--- config.mk ---
export PLATFORM = sky130hd
export DESIGN_NAME = booth_pp_gen
export DESIGN_NICKNAME = d
export VERILOG_FILES = /design/src/rtl/booth_pkg.sv /design/src/rtl/booth_pp_row.sv /design/src/rtl/booth_pp_gen.sv
export SDC_FILE = /design/constraint.sdc
export NUM_CORES = 1
export LEC_CHECK = 0
export ABC_AREA = 1
export ABC_CLOCK_PERIOD_IN_PS = 4900
export CORE_UTILIZATION = 55
export CTS_BUF_LIST = sky130_fd_sc_hd__clkbuf_16
export DETAILED_ROUTE_END_ITERATION = 10
export GPL_TIMING_DRIVEN = 0
export PLACE_DENSITY = 0.78
export RECOVER_POWER = 100
export SYNTH_ARGS = -nofsm -noshare
export SYNTH_HDL_FRONTEND = slang
export SYNTH_SLANG_ARGS = --single-unit
--- constraint.sdc ---
create_clock -name clk -period 4.9 [get_ports clk]
set_clock_uncertainty 0.15 [all_clocks]
set_input_delay 1.225 -clock clk [delete_from_list [all_inputs] [get_ports clk]]
set_output_delay 1.225 -clock clk [all_outputs]
set_load 0.05 [all_outputs]
--- src/rtl/booth_pkg.sv ---
// Shared definitions for the Booth partial-product stage: digit codes,
// skid-buffer state encoding and partial-product width derivation.
package booth_pkg;

  // Booth digit codes as {sign, mag2, mag1}
  localparam logic [2:0] DIG_ZERO = 3'b000;
  localparam logic [2:0] DIG_P1   = 3'b001;
  localparam logic [2:0] DIG_P2   = 3'b010;
  localparam logic [2:0] DIG_M1   = 3'b101;
  localparam logic [2:0] DIG_M2   = 3'b110;

  // Occupancy of the output register + skid entry
  typedef enum logic [1:0] {
    EMPTY = 2'd0,
    HALF  = 2'd1,
    FULL  = 2'd2
  } skid_state_e;

  // Partial products need two extra bits: one for the x2 shift, one for sign
  function automatic int ppw_of(input int width);
    return width + 2;
  endfunction

endpackage

--- src/rtl/booth_pp_row.sv ---
// Single Booth digit: selects 0 / M / 2M, then inverts for negative digits.
// Build option BOOTH_PP_FOLD_NEG_EN folds the +1 correction into the
// partial product (true two's complement) and drives neg_o to 0.
module booth_pp_row
  import booth_pkg::*;
#(
  parameter int WIDTH = 16,
  parameter int PPW   = ppw_of(WIDTH)
) (
  input  logic [2:0]              code_i,
  input  logic signed [WIDTH-1:0] mcand_i,
  output logic [PPW-1:0]          pp_o,
  output logic                    neg_o,
  output logic                    illegal_o
);

  logic [PPW-1:0] sext;
  logic [PPW-1:0] mag;
  logic           negate;

  assign sext = {{(PPW-WIDTH){mcand_i[WIDTH-1]}}, mcand_i};

  // Magnitude select and conditional negation; illegal and sign-only codes give 0
  always_comb begin
    mag       = '0;
    negate    = 1'b0;
    illegal_o = code_i[1] & code_i[0];
    case (code_i)
      DIG_P1:   mag = sext;
      DIG_P2:   mag = sext << 1;
      DIG_M1: begin
        mag    = sext;
        negate = 1'b1;
      end
      DIG_M2: begin
        mag    = sext << 1;
        negate = 1'b1;
      end
      DIG_ZERO: mag = '0;
      default:  mag = '0;
    endcase
`ifdef BOOTH_PP_FOLD_NEG_EN
    pp_o  = negate ? (~mag + 1'b1) : mag;
    neg_o = 1'b0;
`else
    pp_o  = negate ? ~mag : mag;
    neg_o = negate;
`endif
  end

endmodule

--- src/rtl/booth_pp_gen.sv ---
// Booth partial-product generator: forms NDIG partial products from the
// encoder's sign/magnitude digits and buffers them in a registered stage
// with a 2-entry skid buffer (output register + skid entry).
// Build option BOOTH_PP_FOLD_NEG_EN: fold +1 corrections into pp, neg=0.
//
// Handshake: a beat transfers on a side when valid and ready are both high
// at a rising clk edge. in_ready is a flop (no combinational path from
// out_ready); pp/neg hold while out_valid=1 and out_ready=0.
module booth_pp_gen
  import booth_pkg::*;
#(
  parameter  int WIDTH = 16,
  localparam int NDIG  = WIDTH / 2,
  localparam int PPW   = ppw_of(WIDTH)
) (
  input  logic                    clk,
  input  logic                    rst_n,
  input  logic                    in_valid,
  output logic                    in_ready,
  input  logic signed [WIDTH-1:0] mcand,
  input  logic [NDIG-1:0]         enc2,
  input  logic [NDIG-1:0]         enc1,
  input  logic [NDIG-1:0]         enc0,
  output logic                    out_valid,
  input  logic                    out_ready,
  output logic [NDIG*PPW-1:0]     pp,
  output logic [NDIG-1:0]         neg,
  output logic                    illegal_enc
);

  localparam int EW = NDIG*PPW + NDIG;

  logic [NDIG*PPW-1:0] pp_new;
  logic [NDIG-1:0]     neg_new;
  logic [NDIG-1:0]     ill_new;
  logic [EW-1:0]       entry_new;

  skid_state_e   state_q, state_d;
  logic [EW-1:0] out_q, out_d;
  logic [EW-1:0] skid_q, skid_d;
  logic          in_ready_q;
  logic          out_valid_q;
  logic          illegal_q, illegal_d;
  logic          accept;
  logic          pop;

  for (genvar i = 0; i < NDIG; i++) begin : g_row
    booth_pp_row #(.WIDTH(WIDTH), .PPW(PPW)) u_row (
      .code_i    ({enc2[i], enc1[i], enc0[i]}),
      .mcand_i   (mcand),
      .pp_o      (pp_new[i*PPW +: PPW]),
      .neg_o     (neg_new[i]),
      .illegal_o (ill_new[i])
    );
  end

  assign entry_new = {pp_new, neg_new};
  assign accept    = in_valid & in_ready_q;
  assign pop       = out_valid_q & out_ready;

  // Skid-buffer next state: output register first, skid entry absorbs a stall
  always_comb begin
    state_d   = state_q;
    out_d     = out_q;
    skid_d    = skid_q;
    illegal_d = illegal_q | (accept & (|ill_new));
    case (state_q)
      EMPTY: begin
        if (accept) begin
          out_d   = entry_new;
          state_d = HALF;
        end
      end
      HALF: begin
        if (accept && pop) begin
          out_d = entry_new;
        end else if (accept) begin
          skid_d  = entry_new;
          state_d = FULL;
        end else if (pop) begin
          state_d = EMPTY;
        end
      end
      FULL: begin
        if (pop) begin
          out_d   = skid_q;
          state_d = HALF;
        end
      end
      default: state_d = EMPTY;
    endcase
  end

  // State and data registers; flags are registered decodes of the next state
  always_ff @(posedge clk or negedge rst_n) begin
    if (!rst_n) begin
      state_q     <= EMPTY;
      in_ready_q  <= 1'b1;
      out_valid_q <= 1'b0;
      out_q       <= '0;
      skid_q      <= '0;
      illegal_q   <= 1'b0;
    end else begin
      state_q     <= state_d;
      in_ready_q  <= (state_d != FULL);
      out_valid_q <= (state_d != EMPTY);
      out_q       <= out_d;
      skid_q      <= skid_d;
      illegal_q   <= illegal_d;
    end
  end

  assign in_ready    = in_ready_q;
  assign out_valid   = out_valid_q;
  assign pp          = out_q[EW-1:NDIG];
  assign neg         = out_q[NDIG-1:0];
  assign illegal_enc = illegal_q;

endmodule

==> results of run 1 <==
==> state kept, by name (all words and copies together), names as in the netlist <==
register	count
out_q	144
state_q	2
skid_q	144
in_ready	1
out_valid	1
illegal_enc	1
==> final timing paths <==
| path | end | slack, ns | cells after the start |
|---|---|---|---|
| max in group asynchronous | out_q[85] | 2.06 | 2 |
| worst max register to register | out_q[82] | 1.91 | 7 |
| worst min-delay path | out_q[104] | 0.32 | 2 |
| worst max-delay path | out_q[82] | 1.03 | 8 |
| worst min register to register | out_q[104] | 0.32 | 2 |
| min in group asynchronous | out_q[126] | 1.13 | 1 |
==> cells in the final DEF (no fill, tap or decap) <==
cell and count:
a31oi_1 1, buf_1 10, buf_16 2, buf_2 50, buf_4 8, bufinv_16 2, clkbuf_1 135, clkbuf_16 37
clkbuf_2 1, clkdlybuf4s50_1 22, clkinv_1 11, clkinv_2 4, clkinv_4 2, clkinvlp_4 2, dfrtp_1 292, dfstp_2 1
diode_2 1, dlygate4sd3_1 160, ha_1 24, inv_1 43, inv_2 2, nand2_1 1616, nand3_1 265, nand3b_1 6
nand4_1 3, nor2_1 290, nor2_4 1, nor3_1 1, o21ai_0 30, o21ai_1 4, o21ai_2 5, o21bai_1 1
or2_2 2
==> worst min-delay path: stages (launching register included) <==
cell,delay (ns)
dfrtp_1,0.33
nand2_1,0.05
nand2_1,0.05
==> cells by family (layout without fill, tap and decap cells) <==
group	Yosys count	in the layout	share of synthesized area
buf+inv	246	491	0.05900
other cells	0	1	0
compound gates	41	41	0.01303
flops	293	293	0.4196
simple gates	2184	2184	0.4912
fa+ha+maj	24	24	0.01718
==> layer usage <==
metal  wire [um]  part of all wire
met1       23830              0.41
met2       26890              0.46
met3        5241             0.090
met4        2498             0.043
met5           0                 0
==> per-stage QoR <==
step           hold WS, ns  power [W]
2_1_floorplan       0.2926   0.008651
3_3_place_gp        0.3098    0.01075
3_5_place_dp        0.3136    0.01093
4_1_cts             0.3298    0.01347
5_1_grt             0.3377    0.01409
6_report            0.3174    0.01329
==> area by class of cell <==
cell class | instances | share of cell area
Multi-Input combinational cell | 2249 | 0.4351
Antenna cell | 1 | 0.0001196
Sequential cell | 293 | 0.3506
Clock buffer | 37 | 0.04426
Inverter | 43 | 0.007716
Clock inverter | 23 | 0.007716
Buffer | 203 | 0.04085
Timing Repair Buffer | 185 | 0.08996
Tap cell | 396 | 0.02369
==> power by group through the flow <==
stage | combinational, W | clock, W | sequential (W)
after floorplan | 0.00301 | 0 | 0.00564
after global placement | 0.00668 | 0 | 0.00407
after detailed placement | 0.00683 | 0 | 0.00410
after CTS | 0.00688 | 0.00252 | 0.00407
after global routing | 0.00729 | 0.00263 | 0.00417
final | 0.00671 | 0.00252 | 0.00406
==> impl_metrics.toml, run 1 <==
[worst_setup_path]
endpoint_kind = "flop"
cp_cell_sequence = "dlygate4sd3_1 > nand2_1 > nand2_1 > nand3_1 > clkbuf_1 > clkbuf_1 > nand2_1 > nand2_1"
cp_slowest_cell = "clkbuf_1"
crit_path_start = "in_valid"
rr_startpoint = "out_valid"
critPathArrivalTime_ns = 4.18
critPathTopFamily = "buffers and inverters"
critPathLaunchType = "primary input"
path_class = "in2reg"
path_buf_inv = 3
crit_fanout = 10
max_stage_delay_ns = 0.90
cp_common_cell = "nand2_1"
critPathRequiredTime_ns = 5.21

[synthesis]
yosysTopAreaCell = "dfrtp_1"
synth.top_cell.area_share = 0.4181
ys_seq_elements = 293
avgSynthCellArea_um2 = 6.268
synth-edff-count = 0
yosysMostFrequentCell = "nand2_1"
synth_nets = 2856
synth_commonest_cells = "nand2_1, dfrtp_1, nor2_1"
yosysWarnings = 0
ys_seq_area_frac = 0.4196
synth_async_sr_flop_share = 1.000
yosysUniqueCellTypes = 24
syn_inst = 2788
synth_flop_cell = "dfrtp_1"
synth_area_um2 = 17480
yosys-top-cells-area = "dfrtp_1, nand2_1, nand3_1"

[global_route]
track_usage = 0.3603
grt_pass1_wl_um = 92400
antenna_found_initial = 1
grt_max_degree = 117
grt_overflow = 0
met1_usage = 0.4688
use_met2 = 0.5926
grt_pass1_vias = 17520
top_usage_layer = "met2"
use_met3 = 0.06690

[sta]
fin_crit_sh = 0.7899
fmax_mhz = 258.4
rsz0062_at_grt = "false"
setup_tns_ns = 0
tightestPinTransition_ns = 2.117
setup_viol = 0
slew_headroom = -0.4112
hold_viol_final = 0
period_needed_ns = 3.870
setup_ws_ns = 1.030
slew_viol_final = 75

[route]
drc = 0
routed_wirelength_um = 58450
vias = 18680
vias_per_cell = 5.445
drt_first_pass_iters = 6
ant_nets = 0
routedWlPerCell_um = 17.04
drt_first_iter_violations = 1802

[cts]
path_clk_slew_ns = 0.06
ctsHtreeMaxLevel = 2
cts_max_path_buffers = 3
cts_resized = 0
insertion_delay_ns = 0.53
hold_buffers = 0
cts_buffers = 34
cts_tree = "done"
root_buffer = "clkbuf_16"
post-cts-setup-buffers = 0
cts.sinks = 293

[status]
status = "finished with violations"
failed_checks = "max-capacitance violations, max-slew violations"

[power_and_ir_drop]
seq_power_share = 0.306
comb_power_share = 0.505
worst_ir_drop_vdd_v = 0.0004138
netSwitchingPower_w = 0.006464
swShare = 0.4863
p_clk_frac = 0.190
internal_power_w = 0.006829
p_leak_nw = 12.38
power_density_nw_per_um2 = 635.5

[final_layout]
utilization = 0.6767
multiInputGateArea_um2 = 9101
area_growth_pct = 19.70
finalInstanceArea_um2 = 20920
seq_area_um2 = 7333
final_cells = 3430
final_nets = 3077
nFillCells = 2821
final_layout_size_suffix_gt1_frac = 0.03924

[place]
dp.final_hpwl_um = 41400
dp_cells = 3369
gp_congestion = 0.9385
place_ws_ns = 1.091
io_buffers = 183
placed_area_um2 = 19860

[flow_run]
maxCapViolations = 1

[hold_path]
min_path_type = "reg2reg"
min_from = "out_q[104]"

[floorplanning]
die_w_um = 180.3
start_util = 0.5654
core_area_um2 = 30910
num_rows = 64
io_pins = 199
fp.dieH_um = 180.3
dieArea_um2 = 32490
Power figures use the tool's default switching activity.
==> run 2, diff against run 1 <==
- ABC_CLOCK_PERIOD_IN_PS: 4900 -> 3600
- clock period: 4.9 -> 3.6 ns (I/O delays scaled with it)
==> run 2 against run 1 <==
  * The flow still finishes with violations (max-capacitance violations, max-slew violations)
  * Sequential power up 36%
  * Final cell count unchanged
  * Critical path depth up 1
  * Global-route usage is the same
  * Critical path type unchanged
  * Largest power group unchanged
==> impl_metrics.toml, run 2 (synthesis gave the netlist of run 1 again) <==
[final_layout]
reg.largest.list = "out_q x144, skid_q x144, state_q x2"
final_nets = 3077
utilization = 0.6769
nFillCells = 2817
final_layout_size_suffix_gt1_frac = 0.03956
final_cell_mix = "nand2_1, dfrtp_1, nor2_1, nand3_1, dlygate4sd3_1"
area_growth_pct = 19.72
final_common_cell = "nand2_1"

[worst_setup_path]
critPathRequiredTime_ns = 3.85
critPathTopFamily = "buffers and inverters"
cp_num_cells = 9
path_buf_inv = 3
endpoint_kind = "flop"
path_class = "in2reg"
cp_common_cell = "nand2_1"
critPathArrivalTime_ns = 3.51
cp_cell_sequence = "dlygate4sd3_1 > nand2_1 > nand2_1 > nand3_2 > clkbuf_1 > clkbuf_1 > nor2_1 > nand2_1 > nand2_1"
critPathLaunchType = "primary input"
crit_fanout = 10
cp_slowest_cell = "clkbuf_1"
max_stage_delay_ns = 0.61
reg2reg_depth = 8

[cts]
cts_tree = "done"
path_clk_slew_ns = 0.06
hold_buffers = 0
root_buffer = "clkbuf_16"
cts_max_path_buffers = 3
cts_resized = 0
cts_buffers = 34
ctsHtreeMaxLevel = 2
post-cts-setup-buffers = 0
insertion_delay_ns = 0.53
cts.sinks = 293

[hold_path]
hold_depth = 2
min_path_type = "reg2reg"

[sta]
period_needed_ns = 3.261
fmax_mhz = 306.6
fin_crit_sh = 0.9059
setup_viol = 0
slew_viol_final = 75
hold_viol_final = 0
setup_ws_ns = 0.3389
rsz0062_at_grt = "false"
tightestPinTransition_ns = 2.110
slew_headroom = -0.4069

[status]
status = "finished with violations"
failed_checks = "max-capacitance violations, max-slew violations"

[floorplanning]
core_area_um2 = 30910
io_pins = 199
num_rows = 64
die_w_um = 180.3
fp.dieH_um = 180.3
dieArea_um2 = 32490
start_util = 0.5654

[route]
wl_met1_um = 23800
routedWlPerCell_um = 17.01
drt_first_pass_iters = 6
ant_nets = 0
vias = 18680
drt_first_iter_violations = 1692
routed_wirelength_um = 58350
met2WireLength_um = 26940
vias_per_cell = 5.445
drc = 0
maxUsedRoutingLayer = "met4"
wl_met3_um = 5138

[power_and_ir_drop]
p_leak_nw = 12.37
p_clk_frac = 0.189
power_density_nw_per_um2 = 864.3
netSwitchingPower_w = 0.008787
swShare = 0.4860
seq_power_share = 0.306
internal_power_w = 0.009294
worst_ir_drop_vdd_v = 0.0005620
comb_power_share = 0.505

[global_route]
track_usage = 0.3603
grt_pass1_wl_um = 92400
grt_overflow = 0
grt_max_degree = 117
antenna_found_initial = 1
grt_pass1_vias = 17520

[flow_run]
maxCapViolations = 1

[place]
io_buffers = 183
place_ws_ns = 0.1156
gp_congestion = 0.9385
dp.final_hpwl_um = 41400
-- run 2: cell count changes in the layout (fill, tap and decap cells not counted) --
cell      change
clkbuf_1      +3
o21ai_0       +1
nand3_2       +1
buf_1         -2
o21ai_1       -1
clkinv_1      -1
nand3_1       -1
inv_2         +1
buf_2         -1
-- run 2: stage by stage --
stage	setup TNS [ns]	instances	total power [W]	cell area, um^2	hold slack, ns
after global placement	-3242.55	3367	0.01464	19800	0.3098
after detailed placement	0	3369	0.01488	19860	0.3136
after global routing	0	3430	0.01918	20920	0.3377
final	0	3430	0.01808	20920	0.3175
after CTS	0	3429	0.01833	20950	0.2256
after floorplan	0	2788	0.01177	17480	0.2926
-- run 2: worst min-delay path, cell delays in order (launching register included) --
cell	delay [ns]
dfrtp_1	0.34
nand2_1	0.05
nand2_1	0.05
-- run 2: final timing paths --
kind                             from         end  slack [ns]
setup / recovery             in_valid   out_q[25]        0.34
hold / removal             out_q[104]  out_q[104]        0.32
setup reg to reg           state_q[1]   out_q[61]        0.73
hold reg to reg            out_q[104]  out_q[104]        0.32
max in group asynchronous       rst_n   out_q[85]        1.08
min in group asynchronous       rst_n  out_q[126]        0.80
-- run 2: cell type report --
class | instances | area, um^2 | share of cell area
antenna | 1 | 2.502 | 0.0001196
buffer | 203 | 853.3 | 0.04079
clock buffer | 37 | 925.9 | 0.04426
clock inverter | 23 | 161.4 | 0.007715
inverter | 43 | 161.4 | 0.007715
multi-input combinational | 2249 | 9106 | 0.4353
sequential | 293 | 7333 | 0.3505
tap | 396 | 495.5 | 0.02368
timing repair buffer | 185 | 1882 | 0.08995
-- run 2: per-layer routing --
metal / GRT usage / up-vias
met5: 0 / -
met4: 0.1477 / 0
met3: 0.06690 / 185
met2: 0.5926 / 845
met1: 0.4688 / 8677
li1: - / 8968
-- run 2: power groups by stage --
| stage | registers [W] | clock network (W) | logic (W) |
|---|---|---|---|
| CTS | 0.00554 | 0.00343 | 0.00936 |
| finish | 0.00553 | 0.00342 | 0.00913 |
| global placement | 0.00554 | 0 | 0.00910 |
| floorplan | 0.00767 | 0 | 0.00410 |
| detailed placement | 0.00558 | 0 | 0.00930 |
| global route | 0.00568 | 0.00358 | 0.00993 |
==> run 3, diff against run 2 <==
- HOLD_SLACK_MARGIN: default -> 0.1
- MAX_ROUTING_LAYER: default -> met4
- SKIP_CTS_REPAIR_TIMING: default -> 1
==> run 3 against run 2 <==
  * The flow still finishes with violations (max-capacitance violations, max-slew violations)
  * Global-route usage up 0.93 points
  * Critical path type unchanged
  * Fmax fell by 1.7%
  * Design area increased by 0.10%
  * Utilization rose by 0.069 points
  * Count of clock-buffer cells in the layout is the same
  * Combinational power hardly changed
  * Routed wire length shrank 0.27%
  * Sequential power barely moved
==> impl_metrics.toml, run 3 (synthesis gave the netlist of run 1 again) <==
[status]
status = "finished with violations"
failed_checks = "max-capacitance violations, max-slew violations"

[final_layout]
final_nets = 3078
reg.largest.list = "out_q x144, skid_q x144, state_q x2"
area_growth_pct = 19.84
final_cell_mix = "nand2_1, dfrtp_1, nor2_1, nand3_1, dlygate4sd3_1"
nFillCells = 2801
final_common_cell = "nand2_1"
final_cells = 3430
final_layout_size_suffix_gt1_frac = 0.04090

[power_and_ir_drop]
p_leak_nw = 12.40
seq_power_share = 0.305
p_clk_frac = 0.192
netSwitchingPower_w = 0.008772
internal_power_w = 0.009370
worst_ir_drop_vdd_v = 0.0006403
swShare = 0.4835
comb_power_share = 0.503
power_density_nw_per_um2 = 866.3

[floorplanning]
core_area_um2 = 30910
start_util = 0.5654
io_pins = 199
fp.dieH_um = 180.3
num_rows = 64
dieArea_um2 = 32490
die_w_um = 180.3

[place]
dp.final_hpwl_um = 41060
dp_cells = 3369
io_buffers = 183
gp_congestion = 0.9536

[route]
vias_per_cell = 5.402
met2WireLength_um = 27040
maxUsedRoutingLayer = "met4"
drt_first_iter_violations = 1914
drt_first_pass_iters = 5
routed_wirelength_um = 58190
drc = 0
wl_met1_um = 23340
ant_nets = 0
vias = 18530
routedWlPerCell_um = 16.97
wl_met3_um = 4959

[worst_setup_path]
critPathRequiredTime_ns = 3.86
critPathArrivalTime_ns = 3.58
endpoint_kind = "flop"
critPathLaunchType = "primary input"
reg2reg_depth = 7
path_class = "in2reg"
crit_fanout = 10

[global_route]
grt_max_degree = 121
grt_pass1_wl_um = 91890
track_usage = 0.3696
grt_pass1_vias = 17400
antenna_found_initial = 1
grt_overflow = 0

[sta]
slew_headroom = -0.2122
period_needed_ns = 3.316
fmax_mhz = 301.5
setup_viol = 0
slew_viol_final = 69
setup_tns_ns = 0
rsz0062_at_grt = "false"
hold_viol_final = 0
fin_crit_sh = 0.9212
tightestPinTransition_ns = 1.818

[cts]
path_clk_slew_ns = 0.06
cts_tree = "done"
cts_max_path_buffers = 3
root_buffer = "clkbuf_16"
cts_buffers = 35
cts.sinks = 293
insertion_delay_ns = 0.51
ctsHtreeMaxLevel = 2

[hold_path]
hold_depth = 2
min_path_type = "reg2reg"

[flow_run]
maxCapViolations = 1
run 3: changes by cell type in the layout (fill, tap and decap cells not counted), moves of 2 or more:
cell | previous run | this run
clkbuf_1 | 138 | 133
clkinv_1 | 10 | 7
buf_1 | 8 | 10
buf_2 | 49 | 51
run 3: final timing paths:
kind | start | end | slack, ns
max in group asynchronous | rst_n | skid_q[59] | 1.22
min | out_q[128] | out_q[128] | 0.32
max reg2reg | in_ready | skid_q[148] | 0.74
max | in_valid | out_q[25] | 0.28
min reg2reg | out_q[128] | out_q[128] | 0.32
min in group asynchronous | rst_n | skid_q[129] | 0.72
run 3: stage by stage:
stage | hold slack, ns | setup WS (ns) | power (W) | utilization | cell area (um^2)
6_report | 0.3188 | 0.2837 | 0.01814 | 0.6775 | 20940
5_1_grt | 0.3408 | 0.2482 | 0.01926 | 0.6775 | 20940
4_1_cts | 0.2051 | 0.6709 | 0.01841 | 0.6784 | 20970
3_5_place_dp | 0.3144 | 0.1755 | 0.01487 | 0.6426 | 19860
3_3_place_gp | 0.3090 | -11.02 | 0.01464 | 0.6407 | 19800
2_1_floorplan | 0.2926 | 1.282 | 0.01177 | - | 17480
run 3: layout make-up:
cell class / instances / area [um^2] / area share
Multi-Input combinational cell: 2249 / 9101 / 0.4346
Inverter: 43 / 161.4 / 0.007707
Clock inverter: 22 / 181.4 / 0.008663
Antenna cell: 2 / 5.005 / 0.0002390
Sequential cell: 293 / 7333 / 0.3502
Buffer: 203 / 857.1 / 0.04092
Timing Repair Buffer: 185 / 1882 / 0.08986
Tap cell: 396 / 495.5 / 0.02366
Clock buffer: 37 / 925.9 / 0.04421
run 3: worst max-delay path: stages:
cell and delay, ns:
dlygate4sd3_1 0.53, nand2_1 0.21, nand2_1 0.12, nand3_1 0.50
buf_2 0.39, clkbuf_1 0.62, nor2_1 0.08, nand2_1 0.16
nand2_1 0.07
run 3: power by group through the flow:
stage | Combinational (W) | Clock (W) | Sequential (W)
4_1_cts | 0.00937 | 0.00350 | 0.00554
6_report | 0.00913 | 0.00348 | 0.00553
5_1_grt | 0.00995 | 0.00363 | 0.00569
3_5_place_dp | 0.00930 | 0 | 0.00557
2_1_floorplan | 0.00410 | 0 | 0.00767
3_3_place_gp | 0.00910 | 0 | 0.00554
run 3: layer usage:
layer / vias up / global-route usage
met1: 8539 / 0.4622
met5: - / -
li1: 8984 / -
met4: 0 / 0.1696
met2: 819 / 0.5935
met3: 188 / 0.05457
